<file path="config.mk">
export PLATFORM = sky130hd
export DESIGN_NAME = fp_norm_pipe
export DESIGN_NICKNAME = d
export VERILOG_FILES = /design/src/rtl/fpu_norm_pkg.sv /design/src/rtl/lzc.sv /design/src/rtl/fp_norm_pipe.sv
export SDC_FILE = /design/constraint.sdc
export NUM_CORES = 1
export LEC_CHECK = 0
export BUFFER_PORTS_ARGS = -buffer_cell sky130_fd_sc_hd__buf_2
export CORE_MARGIN = 3
export CORE_UTILIZATION = 35
export CTS_BUF_LIST = sky130_fd_sc_hd__clkbuf_2
export CTS_CLUSTER_DIAMETER = 60
export DETAILED_ROUTE_END_ITERATION = 12
export GPL_ROUTABILITY_DRIVEN = 0
export GPL_TIMING_DRIVEN = 0
export PLACE_DENSITY = 0.53
export SLEW_MARGIN = 20
export SYNTH_ARGS = -nofsm -noshare
export SYNTH_HDL_FRONTEND = slang
export SYNTH_HIERARCHICAL = 1
export SYNTH_SLANG_ARGS = --single-unit
</file>
<file path="constraint.sdc">
create_clock -name clk_i -period 6.2 [get_ports clk_i]
set_input_delay 0.93 -clock clk_i [delete_from_list [all_inputs] [get_ports clk_i]]
set_output_delay 0.93 -clock clk_i [all_outputs]
set_load 0.1 [all_outputs]
</file>
<file path="src/rtl/fpu_norm_pkg.sv">
// Shared types for the FPU normalisation pipeline.
// The structs are sized by the NORM_* defaults, so retarget widths here rather than on the module.
package fpu_norm_pkg;

  localparam int NORM_MAN_W = 24;
  localparam int NORM_EXP_W = 8;
  localparam int NORM_TAG_W = 4;
  localparam int NORM_CNT_W = $clog2(NORM_MAN_W);

  typedef struct packed {
    logic [NORM_MAN_W-1:0] man;
    logic [NORM_EXP_W-1:0] exp;
    logic [NORM_TAG_W-1:0] tag;
    logic [NORM_CNT_W-1:0] cnt;
    logic                  zero;
  } norm_s1_t;

  typedef struct packed {
    logic [NORM_MAN_W-1:0] man;
    logic [NORM_EXP_W-1:0] exp;
    logic [NORM_TAG_W-1:0] tag;
    logic [NORM_CNT_W-1:0] shamt;
    logic                  zero;
    logic                  tiny;
  } norm_res_t;

endpackage

</file>
<file path="src/rtl/lzc.sv">
// Leading (MODE=1) or trailing (MODE=0) zero counter.
// An all-zero input reports cnt_o=0 with empty_o set.
module lzc #(
  parameter  int WIDTH = 24,
  parameter  int MODE  = 1,
  localparam int CNT_W = $clog2(WIDTH)
) (
  input  logic [WIDTH-1:0] in_i,
  output logic [CNT_W-1:0] cnt_o,
  output logic             empty_o
);

  // Later loop iterations win, so the scan order picks the set bit nearest the counted end.
  always_comb begin
    cnt_o = '0;
    for (int i = 0; i < WIDTH; i++) begin
      if (MODE == 1) begin
        if (in_i[i]) cnt_o = CNT_W'(WIDTH - 1 - i);
      end else begin
        if (in_i[WIDTH-1-i]) cnt_o = CNT_W'(WIDTH - 1 - i);
      end
    end
  end

  assign empty_o = ~|in_i;

endmodule

</file>
<file path="src/rtl/fp_norm_pipe.sv">
// Two-stage valid/ready mantissa normaliser: stage 1 counts leading zeros,
// stage 2 shifts left and lowers the exponent, clamping at exponent 0.
module fp_norm_pipe
  import fpu_norm_pkg::*;
#(
  parameter  int MAN_W = NORM_MAN_W,
  parameter  int EXP_W = NORM_EXP_W,
  parameter  int TAG_W = NORM_TAG_W,
  localparam int CNT_W = $clog2(MAN_W)
) (
  input  logic             clk_i,
  input  logic             rst_i,
  input  logic             flush_i,
  input  logic             in_valid_i,
  output logic             in_ready_o,
  input  logic [MAN_W-1:0] in_man_i,
  input  logic [EXP_W-1:0] in_exp_i,
  input  logic [TAG_W-1:0] in_tag_i,
  output logic             out_valid_o,
  input  logic             out_ready_i,
  output logic [MAN_W-1:0] out_man_o,
  output logic [EXP_W-1:0] out_exp_o,
  output logic [TAG_W-1:0] out_tag_o,
  output logic [CNT_W-1:0] out_shamt_o,
  output logic             out_zero_o,
  output logic             out_tiny_o
);

  localparam int CMP_W = (CNT_W > EXP_W) ? CNT_W : EXP_W;

  logic             s1_valid, s2_valid;
  logic             s1_ready, s2_ready;
  logic             in_fire, s1_fire;
  logic [CNT_W-1:0] lz_cnt;
  logic             lz_zero;
  norm_s1_t         s1_d, s1_q;
  norm_res_t        res_d, res_q;
  logic [CMP_W-1:0] cnt_ext, exp_ext, shamt_ext;

  assign s2_ready   = ~s2_valid | out_ready_i;
  assign s1_ready   = ~s1_valid | s2_ready;
  assign in_ready_o = s1_ready;
  assign in_fire    = in_valid_i & s1_ready;
  assign s1_fire    = s1_valid & s2_ready;

  lzc #(
    .WIDTH(MAN_W),
    .MODE (1)
  ) u_lzc (
    .in_i   (in_man_i),
    .cnt_o  (lz_cnt),
    .empty_o(lz_zero)
  );

  always_comb begin
    s1_d      = '0;
    s1_d.man  = in_man_i;
    s1_d.exp  = in_exp_i;
    s1_d.tag  = in_tag_i;
    s1_d.cnt  = lz_cnt;
    s1_d.zero = lz_zero;
  end

  // Shift is limited by the exponent so the result never goes below exponent 0.
  always_comb begin
    cnt_ext   = CMP_W'(s1_q.cnt);
    exp_ext   = CMP_W'(s1_q.exp);
    shamt_ext = (cnt_ext > exp_ext) ? exp_ext : cnt_ext;
    res_d      = '0;
    res_d.tag  = s1_q.tag;
    res_d.zero = s1_q.zero;
    if (!s1_q.zero) begin
      res_d.shamt = CNT_W'(shamt_ext);
      res_d.man   = s1_q.man << shamt_ext;
      res_d.exp   = EXP_W'(exp_ext - shamt_ext);
      res_d.tiny  = cnt_ext > exp_ext;
    end
  end

  // Flush outranks every transfer and empties both stages.
  always_ff @(posedge clk_i or posedge rst_i) begin
    if (rst_i) begin
      s1_valid <= 1'b0;
      s2_valid <= 1'b0;
    end else if (flush_i) begin
      s1_valid <= 1'b0;
      s2_valid <= 1'b0;
    end else begin
      s1_valid <= in_fire | (s1_valid & ~s2_ready);
      s2_valid <= s1_fire | (s2_valid & ~out_ready_i);
    end
  end

  always_ff @(posedge clk_i or posedge rst_i) begin
    if (rst_i) begin
      s1_q <= '0;
    end else if (in_fire && !flush_i) begin
      s1_q <= s1_d;
    end
  end

  always_ff @(posedge clk_i or posedge rst_i) begin
    if (rst_i) begin
      res_q <= '0;
    end else if (s1_fire && !flush_i) begin
      res_q <= res_d;
    end
  end

  assign out_valid_o = s2_valid;
  assign out_man_o   = res_q.man;
  assign out_exp_o   = res_q.exp;
  assign out_tag_o   = res_q.tag;
  assign out_shamt_o = res_q.shamt;
  assign out_zero_o  = res_q.zero;
  assign out_tiny_o  = res_q.tiny;

endmodule
</file>
==> summary.md, run 1 <==
| Metric | Value |
|---|---|
| Outcome | completed |
| Critical path launch point | exp_ext[2] |
| Clk pwr share | 14.7% |
| CTS Buffer Depth | 2 |
| Hold Path Class | in2async |
| Hold Vio Cnt, Final | 0 |
| Final Core Density | 42.1% |
| DP HPWL | 10.7 mm |
| Iter 0 DRT Violations | 239 |
| CTS buffer count | 9 |
| Crit path capture type | flop |
| Setup_tns | 0 ns |
| Worst path cell trace | inv_1, ha_1, o21ai_0, a21oi_1, o31ai_2, mux2i_4, inv_2, clkbuf_1, ha_1, inv_1, ha_1, inv_1, a21oi_1, nor2_1, o32ai_1, a21oi_1, o21ai_0, xor2_1, o31ai_1 |
| Total grt overflow | 0 |
| Worst EP arrival | 4.65 ns |
| Synth unique cells | 62 |
| Cell count after synthesis | 499 |
| Largest area contributor in the netlist | dfrtp_1 |
| First-pass GRT wire length | 22.2 mm |
| LEAKAGE | 2.87 nW |
| Delay of the slowest cell on the worst path | 0.48 ns |
| WL final | 13.6 mm |
| P_int | 1.08 mW |
| WP buf/inv | 5 |
| Final min period | 4.15 ns |
| Share of the synthesized area in the top cell type | 42.7% |
| Yosys warns | 6 |
| Root buf cell | clkbuf_2 |
| Fmax | 241 MHz |
| Area contributors post-synth | dfrtp_1 (43%), mux2_2 (11%), mux2i_1 (11%), nand2_1 (4.3%), o21ai_0 (2.6%) |
| Syn avg cell area | 10.2 µm² |
| Post-synth EDFFs | 0 |
| Die height | 127 µm |
| Routed length per instance | 17.4 µm |
| CTS Sinks | 87 |
| Asr flop ratio synth | 100% |
| Slew headroom | 51.6% |
| Htree depth | 3 |
| Sequential area share after synthesis | 42.7% |
| Switching power | 1.14 mW |
| Skew-Pair Late Insertion Delay | 0.60 ns |
| Sw Share | 51.5% |
| Die area | 0.0161 mm² |
| Final worst-path cycle share | 66.9% |
| I/O pins | 86 |
| # DRC | 0 |
| Rows | 43 |
| FF-to-FF Start | exp_ext[2] |
| Final #Nets | 645 |
| Initial core utilization | 36.3% |
| RSZ-0062 raised after global routing | no |
| Commonest non-fill, non-tap cell in the layout | buf_2 |
| PortBufs | 85 |
| Antenna violations before repair | 1 |
| Number of max-slew violations in the final report | 0 |
| CP max stage cell | dfrtp_1 |
| Met3 routed WL | 631 µm |
| DRT met1 WL | 6.64 mm |
| Die width | 127 µm |
| Clock transition at the registers of the reported paths | 0.24 ns |
| Area growth syn-to-layout | 15.9% |
| Post-synth top flop | dfrtp_1 |
| Setup slack at placement | 2.09 ns |
| # setup viols final | 0 |
| Family with the most delay on the worst path | compound AO/OA/AOI/OAI gates |
| Total power | 2.22 mW |
| Post-Synthesis Cell Area | 0.00510 mm² |
| CP Data Required Time | 6.71 ns |
| Hold Buf Count CTS | 0 |
| Share of cells above drive strength 1 | 29.2% |
| Proportion of power drawn by combinational gates | 50.8% |
| All-Layer GR Usage | 17.4% |
| Pre-Repair DR Iteration Count | 5 |
| Met2 wire length | 6.05 mm |
| Post-synth net total | 548 |
| Vias in the first global route | 4156 |
| Final WS setup | 2.05 ns |
| Largest net degree at the start of global routing | 46 |
| Flops & latches, synth | 87 |
| TritonCTS clock tree | done |
| Vias | 4147 |
| Flop pwr share | 34.5% |
| Post-CTS Setup Inserts | 0 |
| Top routing layer used | met4 |
| Most frequent cells in the layout | buf_2 (89), dfrtp_1 (87), nand2_1 (59), mux2i_1 (54), mux2_2 (52) |
| Crit path kind | reg2reg |
| Worst Clk Skew | 0.0370 ns |
| Core area | 0.0140 mm² |
| Max Cap Viol | 0 |
| Worst Setup Start Kind | flop |
| CTS resizes | 0 |
| Power density cells | 375 mW/mm² |
| Worst vdd ir | 0.158 mV |
| Final hold slack | 0.345 ns |
| Routed Antenna Nets | 0 |
| Crit-path max FO | 10 |
| Worst slew pin tran | 0.726 ns |
| Vias/cell | 5.31 |
synth_stat cells (all sizes together), types with 5 or more instances:
cell,n
dfrtp,87
ha,8
nor2,33
nor2b,6
o21ai,28
nand2,59
o31ai,5
nor3,7
buf,10
clkbuf,18
nand3,5
mux2,52
a21oi,19
mux2i,56
o221ai,5
a31oi,6
inv,17
state kept, by name (all words and copies together), names as in the netlist:
register / count
out_shamt_o: 5
out_man_o: 24
out_tag_o: 4
out_zero_o: 1
s1_valid: 1
out_exp_o: 8
s1_q: 24
out_valid_o: 1
cnt_ext: 5
res_d: 5
exp_ext: 8
out_tiny_o: 1
per-layer routing:
layer	vias up	track usage (%)
met2	108	26.5
met4	0	6.88
met3	17	3.12
met1	2002	24.6
met5	-	0
li1	2020	-
per-stage QoR:
stage                     instance area (µm²)  std cells
after floorplan                          5100        499
after global routing                     5910        781
after CTS                                5910        780
final                                    5910        781
after global placement                   5750        764
after detailed placement                 5780        765
path summary, 6_finish.rpt:
kind | endpoint | slack, ns | cells after the start
max | out_exp_o[6] | 2.05 | 19
min | res_d[1] | 0.34 | 2
max reg2reg | out_exp_o[6] | 2.05 | 19
min reg2reg | out_shamt_o[4] | 0.50 | 2
max in group asynchronous | s1_q[22] | 5.21 | 3
min in group clk_i | out_shamt_o[4] | 0.50 | 2
power by group through the flow:
stage	registers, mW	logic (mW)	clock network, mW
detailed placement	0.779	1.13	0
finish	0.765	1.13	0.326
global route	0.781	1.19	0.354
global placement	0.773	1.12	0
CTS	0.766	1.13	0.335
floorplan	1.32	0.354	0
logic make-up (layout without fill, tap and decap cells):
group | count (synthesis) | count (layout) | synth area share [%]
AOI/OAI and AO/OA | 107 | 107 | 14.2
DFF | 87 | 87 | 42.7
adders and majority gates | 8 | 8 | 1.96
and+or+nand+nor | 136 | 136 | 12.8
buffers and inverters | 46 | 147 | 4.22
xor gates and xnor gates | 7 | 7 | 1.20
other | 0 | 1 | 0
muxes | 108 | 108 | 23.0
area by class of cell:
cell class / instances / area, µm²
clock buffers: 11 / 55.1
fillers: 1412 / 8130
inverters: 18 / 70.1
well taps: 180 / 225
multi-input cells: 366 / 2710
plain buffers: 28 / 148
diodes: 1 / 2.50
flip-flops and latches: 87 / 2180
clock inverters: 4 / 71.3
repair buffers: 86 / 453
Power figures use the tool's default switching activity.
==> run 2, diff against run 1 <==
--- a/config.mk
+++ b/config.mk
@@ -13,7 +13,7 @@
 export DETAILED_ROUTE_END_ITERATION = 12
 export GPL_ROUTABILITY_DRIVEN = 0
 export GPL_TIMING_DRIVEN = 0
-export PLACE_DENSITY = 0.53
+export PLACE_DENSITY = 0.55
 export SLEW_MARGIN = 20
 export SYNTH_ARGS = -nofsm -noshare
 export SYNTH_HDL_FRONTEND = slang
==> constraint.sdc (replaced) <==
create_clock -name clk_i -period 3.45 [get_ports clk_i]
set_input_delay 0.5175 -clock clk_i [delete_from_list [all_inputs] [get_ports clk_i]]
set_output_delay 0.5175 -clock clk_i [all_outputs]
set_load 0.1 [all_outputs]
==> summary.md, run 2 (same netlist as run 1, synthesis figures left out) <==
| Metric | Value |
|---|---|
| Final #Nets | 658 |
| First-pass GRT wire length | 22.3 mm |
| Die width | 127 µm |
| CP Data Required Time | 3.98 ns |
| Final worst-path cycle share | 96.2% |
| Core area | 0.0140 mm² |
| Cell repeated most along the worst path | mux2i_1 |
| Crit path kind | reg2reg |
| Multi-input gate area | 0.00276 mm² |
| Clock transition at the registers of the reported paths | 0.24 ns |
| Max Cap Viol | 0 |
| Initial core utilization | 36.3% |
| P_int | 1.90 mW |
| Largest net degree at the start of global routing | 48 |
| Vias | 4231 |
| Worst Setup Start Kind | flop |
| DP HPWL | 10.8 mm |
| Die area | 0.0161 mm² |
| Fill cells | 1417 |
| Register area | 0.00218 mm² |
| Worst slew pin tran | 0.718 ns |
| Routed length per instance | 17.3 µm |
| All-Layer GR Usage | 17.5% |
| Iter 0 DRT Violations | 227 |
| RSZ-0062 raised after global routing | yes |
| Die height | 127 µm |
| CTS buffer count | 9 |
| Crit-path max FO | 10 |
| Htree depth | 3 |
| Skew-Pair Late Insertion Delay | 0.60 ns |
| Worst vdd ir | 0.269 mV |
| Total power | 3.96 mW |
| Placement Cell Area | 0.00581 mm² |
| # setup viols final | 0 |
| Number of max-slew violations in the final report | 0 |
| LEAKAGE | 2.93 nW |
| Rows | 43 |
| Hold Path Class | in2reg |
| Worst EP arrival | 3.85 ns |
| Proportion of power drawn by combinational gates | 52.6% |
| Vias in the first global route | 4228 |
| Antenna violations before repair | 1 |
| PortBufs | 85 |
| Final instance area | 0.00606 mm² |
| Vias/cell | 5.33 |
| Area growth syn-to-layout | 18.8% |
| Delay of the slowest cell on the worst path | 0.50 ns |
| Flop pwr share | 34.5% |
| Worst Clk Skew | 0.0399 ns |
| CTS Buffer Depth | 2 |
| Switching power | 2.06 mW |
| Hold Vio Cnt, Final | 0 |
| WL final | 13.8 mm |
| Outcome | completed |
| # DRC | 0 |
| I/O pins | 86 |
| Final min period | 3.32 ns |
| Fmax | 301 MHz |
| Pre-Repair DR Iteration Count | 4 |
| Worst path cell trace | ha_1, and4_1, a211oi_2, o31ai_4, buf_6, mux2i_1, buf_4, mux2i_1, a221oi_1, a21oi_1, o22ai_1, o31a_1 |
| Crit path capture type | flop |
| Final Core Density | 43.2% |
| Sw Share | 52.1% |
| Commonest non-fill, non-tap cell in the layout | buf_2 |
| Clk pwr share | 12.9% |
| CTS Sinks | 87 |
| Root buf cell | clkbuf_2 |
| Slew headroom | 52.1% |
| TritonCTS clock tree | done |
| Most frequent cells in the layout | buf_2 (89), dfrtp_1 (83), nand2_1 (59), mux2i_1 (54), mux2_2 (52) |
| Share of cells above drive strength 1 | 33.6% |
| CP max stage cell | dfrtp_2 |
| Total grt overflow | 0 |
| Power density cells | 653 mW/mm² |
| Routed Antenna Nets | 0 |
-- run 2: cell type report --
cell class                      count  share of cell area (%)
Inverter                           18                    1.26
Multi-Input combinational cell    366                    45.5
Antenna cell                        1                  0.0413
Clock buffer                       11                   0.908
Sequential cell                    87                    36.0
Timing Repair Buffer               99                    9.12
Clock inverter                      4                   0.784
Tap cell                          180                    3.72
Buffer                             28                    2.64
-- run 2: power by group through the flow --
stage | combinational, mW | sequential, mW | clock, mW
floorplan | 0.646 | 2.37 | 0
global placement | 2.02 | 1.39 | 0
detailed placement | 2.04 | 1.40 | 0
CTS | 2.07 | 1.37 | 0.536
global route | 2.20 | 1.40 | 0.570
finish | 2.08 | 1.37 | 0.511
-- run 2: layer usage --
layer  global-route usage, %  vias to the layer above  part of all wire, %
met5                       0                        -                    0
met4                    6.25                        0                  1.6
met3                    3.33                       18                  4.6
met2                    27.3                      101                   46
met1                    24.4                     2068                   48
li1                        -                     2044                    -
-- run 2: final timing paths --
check	from	endpoint	cells past startpoint	slack [ns]
min in group asynchronous	rst_i	out_man_o[7]	3	0.48
worst min-delay path	flush_i	s1_valid	2	0.11
worst max-delay path	exp_ext[0]	out_man_o[23]	12	0.13
worst max register to register	exp_ext[0]	out_man_o[23]	12	0.13
worst min register to register	out_man_o[9]	out_man_o[9]	1	0.50
max in group asynchronous	rst_i	s1_q[18]	4	2.33
-- run 2: through the flow --
| stage | hold slack (ns) | TNS, ns | instances | worst slack, ns |
|---|---|---|---|---|
| CTS | 0.0449 | 0 | 788 | 0.0104 |
| global placement | 0.459 | -28.77 | 764 | -0.333 |
| finish | 0.113 | 0 | 794 | 0.132 |
| floorplan | 0.475 | 0 | 499 | 0.0156 |
| global route | 0.0758 | -0.203 | 794 | -0.0818 |
| detailed placement | 0.465 | -0.697 | 765 | -0.354 |
-- run 2: worst max-delay path: cells and delay by family, from the launching register on --
| family | cells | cell delay, ns |
|---|---|---|
| AOI/OAI and AO/OA | 6 | 1.27 |
| adders and majority gates | 1 | 0.28 |
| buffers and inverters | 2 | 0.43 |
| DFF | 1 | 0.50 |
| muxes | 2 | 0.55 |
| and+or+nand+nor | 1 | 0.22 |
-- run 2: repair_timing --
item,CTS,global route
pin swaps,1,6
setup endpoints to repair,6,10
hold buffers,1,0
setup buffers,7,5
gates resized for setup,5,13
hold endpoints to repair,40,0
==> run 3, diff against run 2 <==
--- a/config.mk
+++ b/config.mk
@@ -14,6 +14,7 @@
 export GPL_ROUTABILITY_DRIVEN = 0
 export GPL_TIMING_DRIVEN = 0
 export PLACE_DENSITY = 0.55
+export REMOVE_ABC_BUFFERS = 1
 export SLEW_MARGIN = 20
 export SYNTH_ARGS = -nofsm -noshare
 export SYNTH_HDL_FRONTEND = slang
==> summary.md, run 3 (same netlist as run 1, synthesis figures left out) <==
| Metric | Value |
|---|---|
| Outcome | completed |
| Register-to-Register Path Depth | 13 |
| CTS Buffer Depth | 2 |
| P_int | 1.85 mW |
| R2R Setup Slk | 0.12 ns |
| Flop pwr share | 34.7% |
| Rows | 43 |
| Final #Nets | 649 |
| Worst Setup Start Kind | flop |
| Worst Clk Skew | 0.0267 ns |
| RSZ-0062 raised after global routing | yes |
| Final WS setup | 0.124 ns |
| Final worst-path cycle share | 96.4% |
| Final hold slack | 0.107 ns |
| Vias | 4279 |
| Area growth syn-to-layout | 20.8% |
| Die height | 127 µm |
| Share of cells above drive strength 1 | 37.2% |
| Crit path capture type | flop |
| Total grt overflow | 0 |
| Placement Cell Area | 0.00573 mm² |
| Crit-path max FO | 12 |
| # setup viols final | 0 |
| Vias/cell | 5.44 |
| Layout Cells excl Fill | 786 |
| CTS Sinks | 87 |
| PortBufs | 85 |
| Proportion of power drawn by combinational gates | 53.9% |
| WP buf/inv | 3 |
| Final Core Density | 43.9% |
| Most frequent cells in the layout | buf_2 (85), dfrtp_1 (80), nand2_1 (59), mux2_2 (52), mux2i_1 (47) |
| Worst vdd ir | 0.197 mV |
| Fmax | 301 MHz |
| Max Cap Viol | 0 |
| Delay of the slowest cell on the worst path | 0.48 ns |
| Pre-Repair DR Iteration Count | 5 |
| Core area | 0.0140 mm² |
| Worst R2R End | out_man_o[23] |
| Sw Share | 53.1% |
| Die width | 127 µm |
| DP HPWL | 9.78 mm |
| Setup slack at placement | -1.39 ns |
| Htree depth | 3 |
| CP Data Required Time | 3.91 ns |
| WL final | 13.9 mm |
| Levels on crit path | 13 |
| Multi-input gate area | 0.00287 mm² |
| TritonCTS clock tree | done |
| # DRC | 0 |
| Final min period | 3.33 ns |
| Die area | 0.0161 mm² |
| Register area | 0.00219 mm² |
| Worst path cell trace | inv_4, ha_1, o21ai_0, a21oi_1, o31ai_4, buf_6, buf_8, mux2i_4, mux2i_2, a22oi_2, a21oi_2, o22ai_1, o31a_1 |
| Vias in the first global route | 4236 |
| First-pass GRT wire length | 22.5 mm |
| Worst EP arrival | 3.79 ns |
| Commonest non-fill, non-tap cell in the layout | buf_2 |
| Placed cells | 742 |
| Slew headroom | 50.4% |
| Hold wc startpoint | flush_i |
| Antenna violations before repair | 1 |
| Root buf cell | clkbuf_2 |
| Fill cells | 1399 |
| FF-to-FF Start | exp_ext[2] |
| LEAKAGE | 2.93 nW |
| Hold Path Class | in2reg |
| Clk pwr share | 11.4% |
| Family with the most delay on the worst path | compound AO/OA/AOI/OAI gates |
| I/O pins | 86 |
| Final instance area | 0.00616 mm² |
| WHS Path Cells | 2 |
| Power density cells | 640 mW/mm² |
| Skew-Pair Late Insertion Delay | 0.56 ns |
| Total power | 3.94 mW |
| Crit path kind | reg2reg |
| Routed length per instance | 17.7 µm |
| Routed Antenna Nets | 0 |
| Hold endpoint | out_valid_o |
| All-Layer GR Usage | 17.4% |
| Number of max-slew violations in the final report | 0 |
| Initial core utilization | 36.3% |
| Largest net degree at the start of global routing | 53 |
| Switching power | 2.09 mW |
| Hold Vio Cnt, Final | 0 |
| CP max stage cell | dfrtp_2 |
| Iter 0 DRT Violations | 182 |
| Clock transition at the registers of the reported paths | 0.25 ns |
| Setup_tns | 0 ns |
| CTS buffer count | 9 |
| Worst slew pin tran | 0.729 ns |
## run 3: cell types whose count changed in the layout (fill, tap and decap cells not counted), moves of 4 or more
cell | before | now
clkbuf_1 | 16 | 0
buf_4 | 14 | 21
mux2i_1 | 54 | 47
mux2i_2 | 0 | 6
buf_2 | 89 | 85
mux2i_4 | 2 | 6
## run 3: area by class of cell
| cell class | count | area share, % |
|---|---|---|
| multi-input cells | 369 | 46.6 |
| flip-flops and latches | 87 | 35.5 |
| repair buffers | 115 | 11.6 |
| well taps | 180 | 3.65 |
| inverters | 18 | 1.24 |
| clock buffers | 10 | 0.812 |
| clock inverters | 6 | 0.609 |
| diodes | 1 | 0.0406 |
## run 3: repair_timing
item | 4_1_cts | 5_1_grt
gates cloned | 3 | 0
resized for setup | 16 | 17
setup buffers | 18 | 5
hold endpoints to repair | 43 | 0
pin swaps | 1 | 4
endpoints found under the setup margin | 31 | 18
hold buffers | 1 | 0
## run 3: worst max-delay path by stage
stage | from | to
floorplan | exp_ext[2] | out_man_o[19]
global placement | exp_ext[2] | out_man_o[22]
detailed placement | exp_ext[2] | out_exp_o[6]
CTS | exp_ext[2] | out_man_o[22]
global route | exp_ext[2] | out_man_o[20]
finish | exp_ext[2] | out_man_o[23]
## run 3: per-layer routing
metal | vias up | share of wire (%) | global-route usage, %
li1 | 2035 | - | -
met1 | 2098 | 47 | 24.6
met2 | 119 | 46 | 27.1
met3 | 27 | 5.0 | 3.54
met4 | 0 | 2.4 | 5.30
met5 | - | 0 | 0
## run 3: power by group through the flow
stage,Clock (mW),Combinational [mW],Sequential (mW)
2_1_floorplan,0,0.621,2.37
3_3_place_gp,0,1.97,1.39
3_5_place_dp,0,2.00,1.40
4_1_cts,0.462,2.09,1.37
5_1_grt,0.510,2.24,1.40
6_report,0.449,2.13,1.37
